**config.mk**
```make
export PLATFORM = sky130hd
export DESIGN_NAME = sprite_rom_arbiter
export DESIGN_NICKNAME = d
export VERILOG_FILES = /design/src/rtl/sprite_rom_arbiter.sv
export SDC_FILE = /design/constraint.sdc
export NUM_CORES = 1
export LEC_CHECK = 0
export ABC_AREA = 1
export BUFFER_PORTS_ARGS = -buffer_cell sky130_fd_sc_hd__buf_4
export CORE_UTILIZATION = 40
export CTS_BUF_LIST = sky130_fd_sc_hd__clkbuf_16
export DETAILED_ROUTE_END_ITERATION = 8
export GPL_TIMING_DRIVEN = 0
export PLACE_DENSITY = 0.7
export SYNTH_ARGS = -nofsm -noshare
export SYNTH_HDL_FRONTEND = slang
export SYNTH_SLANG_ARGS = --single-unit
export TNS_END_PERCENT = 5
```
**constraint.sdc**
```tcl
create_clock -name vga_clk -period 6.4 [get_ports vga_clk]
set_input_delay 1.6 -clock vga_clk [delete_from_list [all_inputs] [get_ports vga_clk]]
set_output_delay 1.6 -clock vga_clk [all_outputs]
set_load 0.05 [all_outputs]
```
**src/rtl/sprite_rom_arbiter.sv**
```systemverilog
// ============================================================================
// Module   : sprite_rom_arbiter
// Brief    : Shares one synchronous sprite/background ROM port among NUM_REQ
//            pixel-fetch requesters; returns each ROM word to its issuer.
//            Macro SPRITE_ARB_PRIO0_EN gives requester 0 strict priority.
// Revision : 1.0 - initial release
// ============================================================================
`default_nettype none

module sprite_rom_arbiter #(
    parameter int NUM_REQ = 4,
    parameter int ADDR_W  = 18,
    parameter int DATA_W  = 4,
    parameter int ROM_LAT = 1
) (
    input  logic                      vga_clk,
    input  logic                      reset_n,
    input  logic                      enable,
    input  logic [NUM_REQ-1:0]        req,
    input  logic [NUM_REQ*ADDR_W-1:0] req_addr,
    output logic [NUM_REQ-1:0]        gnt,
    output logic [ADDR_W-1:0]         rom_address,
    input  logic [DATA_W-1:0]         rom_q,
    output logic [NUM_REQ-1:0]        rsp_valid,
    output logic [DATA_W-1:0]         rsp_data,
    output logic                      busy
);

    localparam int               PTR_W = $clog2(NUM_REQ);
    localparam logic [PTR_W:0]   C_NUM = (PTR_W+1)'(NUM_REQ);

    logic [NUM_REQ-1:0]   gnt_q, gnt_d;
    logic [ADDR_W-1:0]    rom_address_q, rom_address_d;
    logic [NUM_REQ-1:0]   rsp_valid_q, rsp_valid_d;
    logic [DATA_W-1:0]    rsp_data_q, rsp_data_d;
    logic                 busy_q, busy_d;
    logic [PTR_W-1:0]     ptr_q, ptr_d;
    logic [ROM_LAT:0]     pipe_vld_q, pipe_vld_d;
    logic [PTR_W-1:0]     pipe_id_q [ROM_LAT+1];
    logic [PTR_W-1:0]     pipe_id_d [ROM_LAT+1];

    logic [NUM_REQ-1:0]   w_elig, w_elig_rr;
    logic [2*NUM_REQ-1:0] w_elig_rot;
    logic                 w_rr_found;
    logic [PTR_W:0]       w_rr_off, w_rr_sum, w_ptr_nxt;
    logic [PTR_W-1:0]     w_rr_idx, w_win;
    logic                 w_grant;

    // Round-robin search: rotate so ptr lands at bit 0, take the lowest hit.
    always_comb begin
        w_elig    = req & ~gnt_q & {NUM_REQ{enable}};
        w_elig_rr = w_elig;
`ifdef SPRITE_ARB_PRIO0_EN
        w_elig_rr[0] = 1'b0;
`endif
        w_elig_rot = {w_elig_rr, w_elig_rr} >> ptr_q;
        w_rr_found = 1'b0;
        w_rr_off   = '0;
        for (int k = NUM_REQ - 1; k >= 0; k--) begin
            if (w_elig_rot[k]) begin
                w_rr_found = 1'b1;
                w_rr_off   = (PTR_W+1)'(k);
            end
        end
        w_rr_sum = {1'b0, ptr_q} + w_rr_off;
        if (w_rr_sum >= C_NUM) begin
            w_rr_sum = w_rr_sum - C_NUM;
        end
        w_rr_idx  = w_rr_sum[PTR_W-1:0];
        w_ptr_nxt = {1'b0, w_rr_idx} + (PTR_W+1)'(1);
        if (w_ptr_nxt >= C_NUM) begin
            w_ptr_nxt = '0;
        end
    end

    always_comb begin
        w_grant = 1'b0;
        w_win   = '0;
        ptr_d   = ptr_q;
`ifdef SPRITE_ARB_PRIO0_EN
        // Requester 0 bypasses the pointer entirely.
        if (w_elig[0]) begin
            w_grant = 1'b1;
            w_win   = '0;
        end else if (w_rr_found) begin
            w_grant = 1'b1;
            w_win   = w_rr_idx;
            ptr_d   = w_ptr_nxt[PTR_W-1:0];
        end
`else
        if (w_rr_found) begin
            w_grant = 1'b1;
            w_win   = w_rr_idx;
            ptr_d   = w_ptr_nxt[PTR_W-1:0];
        end
`endif
        gnt_d         = '0;
        rom_address_d = rom_address_q;
        for (int i = 0; i < NUM_REQ; i++) begin
            if (w_grant && (w_win == PTR_W'(i))) begin
                gnt_d[i]      = 1'b1;
                rom_address_d = req_addr[i*ADDR_W +: ADDR_W];
            end
        end
    end

    // Stage ROM_LAT lines up with rom_q for the read issued ROM_LAT+1 edges ago.
    always_comb begin
        pipe_vld_d    = '0;
        pipe_vld_d[0] = w_grant;
        pipe_id_d[0]  = w_win;
        for (int s = 1; s <= ROM_LAT; s++) begin
            pipe_vld_d[s] = pipe_vld_q[s-1];
            pipe_id_d[s]  = pipe_id_q[s-1];
        end
        busy_d = |pipe_vld_d;

        rsp_valid_d = '0;
        for (int i = 0; i < NUM_REQ; i++) begin
            rsp_valid_d[i] = pipe_vld_q[ROM_LAT] && (pipe_id_q[ROM_LAT] == PTR_W'(i));
        end
        rsp_data_d = pipe_vld_q[ROM_LAT] ? rom_q : rsp_data_q;
    end

    always_ff @(posedge vga_clk or negedge reset_n) begin
        if (!reset_n) begin
            gnt_q         <= '0;
            rom_address_q <= '0;
            rsp_valid_q   <= '0;
            rsp_data_q    <= '0;
            busy_q        <= 1'b0;
            ptr_q         <= '0;
            pipe_vld_q    <= '0;
            for (int s = 0; s <= ROM_LAT; s++) begin
                pipe_id_q[s] <= '0;
            end
        end else begin
            gnt_q         <= gnt_d;
            rom_address_q <= rom_address_d;
            rsp_valid_q   <= rsp_valid_d;
            rsp_data_q    <= rsp_data_d;
            busy_q        <= busy_d;
            ptr_q         <= ptr_d;
            pipe_vld_q    <= pipe_vld_d;
            for (int s = 0; s <= ROM_LAT; s++) begin
                pipe_id_q[s] <= pipe_id_d[s];
            end
        end
    end

    assign gnt         = gnt_q;
    assign rom_address = rom_address_q;
    assign rsp_valid   = rsp_valid_q;
    assign rsp_data    = rsp_data_q;
    assign busy        = busy_q;

endmodule

`default_nettype wire

```
==> qor.txt <==
Clock slew seen by the registers of the worst setup and hold paths -> 0.06 ns
Shortest clock period the worst path allows after layout -> 3.84 ns
Overall routed net length -> 7.21 mm
Endpoint of the worst register-to-register path -> rom_address[9]
Net count after synthesis -> 399
Most prevalent standard cell on the critical path -> sky130_fd_sc_hd__nand2_1
Hold Fails Final Rpt -> 0
Path class of the lowest-slack min-delay path -> reg -> reg
# DRC -> 0
Diode insertion count for antenna repair -> 0
Number of antenna-violating nets in the routed design -> 0
First-iteration detailed-routing DRC count -> 96
Flop2flop setup slack -> 3.48 ns
Post-synthesis sequential element count -> 39
Global-route wire length before repair -> 11.4 mm
Die span in x -> 80.6 um
Transition time of the tightest slew-check pin -> 0.544 ns
Endpoint kind of the worst setup timing path -> register
Largest net degree at the start of global routing -> 40
Synth unique cells -> 29
Vias in the first global route -> 2497
CTS Root Cell -> sky130_fd_sc_hd__clkbuf_16
Synthesized netlist cell count -> 315
Starting Density -> 41.5%
Cells traversed along the worst timing path -> buf_6, nand3_1, nand2_1, nand2_1, nand2_1, nand2_2, nand3_1, a21oi_1, ha_1, inv_1, clkbuf_1, clkbuf_1, nand2_1, nand2_2, nand2_1, a21oi_2
Critical Path Stages -> 16
CP top delay family -> buffers and inverters
Instance count along the most critical hold path -> 0
Max-slew violation total from the final report -> 0
Clock sink total -> 39
Worst slew margin relative to its limit -> 63.7%
Ports placed on the boundary -> 114
Buf/Inv on CP -> 4
Placed wire-length estimate -> 5.27 mm
Worst Hold Slack -> 0.348 ns
Biggest fanout along the worst timing path -> 10
Total via count after detailed routing -> 2641
Routed vias/inst -> 5.18
Avg Synthesized Cell Area -> 7.85 um2
RR Startpoint -> ptr_q[0]
Setup Buffers After CTS -> 0
Critical hold path startpoint -> pipe_id_d[0]
Deepest level of the CTS H-tree -> 2
CTS Buf Count -> 5
Number of nets in the layout -> 518
Filler cell count -> 560
Total routing resource utilization after global routing -> 23.3%
Period Utilization, post-route -> 60.0%
Global placement routability congestion -> 0.851
Count of placed standard cells including taps -> 502
Number of violations of the max-capacitance limit -> 0
Max frequency -> 0.260 GHz
Ys Warns -> 0
Row count -> 28
Post-Synthesis Cell Area -> 2470 um2
Initial antenna violation count -> 0
Post-CTS Hold Fix Bufs -> 0
Worst EP arrival -> 4.06 ns
Area growth, synth to finish -> 44.6%
Routed wire length per instance -> 14.1 um
Unrepaired setup endpoints after global routing -> no
Run status -> complete, no violations
Chip height -> 80.6 um
Crit path required time -> 6.61 ns
Proportion of layout cells with a drive suffix above 1 -> 40.9%
Setup violators final -> 0
Crit-path max cell delay -> 0.49 ns
Total global routing overflow -> 0
Clk buf depth -> 2
Slowest library cell on the worst path -> sky130_fd_sc_hd__clkbuf_1
Setup TNS after final layout -> 0 ns
Portion of the post-synthesis area used by sequential elements -> 39.5%
Overall die area -> 6500 um2
Number of port buffers -> 112
Worst Hold Endpoint -> pipe_id_q[0]
Post-cts sizing count -> 0
Kind of launch point of the worst setup path -> input port
Clock Skews -> 0.00341 ns
Clock insertion delay at the later pin of the skew report -> 0.28 ns
Core region area -> 5960 um2
Critical Setup Path Class -> in -> reg
Depth of the worst register-to-register path -> 15
First-pass iteration count of the detailed router -> 5
CTS tree -> built
Final non-filler cell total -> 510
==> flip-flops by register name, indices dropped and copies added, names as in the netlist <==
| signal | cells |
|---|---|
| busy | 1 |
| ptr_q | 2 |
| rsp_valid | 4 |
| rsp_data | 4 |
| pipe_id_d | 2 |
| rom_address | 18 |
| pipe_id_q | 2 |
| gnt | 4 |
| pipe_vld_q | 2 |
==> per-stage QoR <==
stage,util [%],area [um2],setup WS [ns]
floorplan,-,2470,2.80
global placement,57.2,3410,2.33
detailed placement,57.2,3410,2.26
CTS,60.0,3580,2.55
global route,60.0,3580,2.32
finish,60.0,3580,2.56
==> cells by family after synthesis <==
family	Yosys count	synth area share, %
simple gates	194	38.7
compound gates	41	11.3
buf+inv	39	9.67
flops	39	39.5
xor+xnor	1	0.354
fa+ha+maj	1	0.506
==> cell usage after synthesis, drive strengths merged <==
master | number | area share (%)
or2 | 1 | 0.25
a31oi | 18 | 4.6
nand4 | 21 | 5.6
ha | 1 | 0.51
nand3 | 33 | 7.8
buf | 16 | 6.2
nor2 | 24 | 4.9
o21ai | 1 | 0.20
xor2 | 1 | 0.35
inv | 15 | 2.3
a21oi | 21 | 6.2
nor3 | 5 | 1.0
dfrtp | 39 | 39
clkbuf | 8 | 1.2
nand2 | 110 | 19
o211ai | 1 | 0.30
==> cells in the final DEF, fill, tap and decap left out, drive strengths merged <==
cell type,Yosys,final
bufinv,0,1
a31oi,18,18
or2,1,1
buf,16,128
xor2,1,1
o211ai,1,1
ha,1,1
o21ai,1,1
inv,15,15
nor3,5,5
clkbuf,8,13
nand3,33,33
nor2,24,24
a21oi,21,21
nand4,21,21
dfrtp,39,39
clkinv,0,2
nand2,110,110
==> layer usage <==
layer	track usage (%)	up-vias	share of wire, %
li1	-	1293	-
met3	4.89	11	5.0
met4	8.57	0	1.8
met2	41.3	102	52
met5	0	-	0
met1	27.5	1235	41
==> how the worst max path moves through the flow <==
stage | from | to | slack, ns
floorplan | enable | rom_address[8] | 2.80
global placement | enable | rom_address[9] | 2.33
detailed placement | enable | rom_address[9] | 2.26
CTS | enable | rom_address[9] | 2.55
global route | enable | rom_address[17] | 2.32
finish | enable | rom_address[9] | 2.56
==> worst reg2reg max path: cells and delay by family (launching register included) <==
family / cells / cell delay, ns
AOI/OAI and AO/OA: 2 / 0.24
buffers and inverters: 4 / 1.21
and+or+nand+nor: 8 / 0.70
DFF: 1 / 0.46
adders and majority gates: 1 / 0.26
==> final cells by class <==
type / instances / area [um2] / share of cell area, %
multi-input cells: 237 / 1260 / 35.2
well taps: 75 / 93.8 / 2.62
clock buffers: 5 / 125 / 3.50
flip-flops and latches: 39 / 976 / 27.3
inverters: 15 / 56.3 / 1.57
clock inverters: 3 / 43.8 / 1.22
repair buffers: 112 / 841 / 23.5
plain buffers: 24 / 183 / 5.11
Power is left out: the tool's default activity adds up to more than one toggle a clock period on the data nets, which glitch-free logic cannot reach.
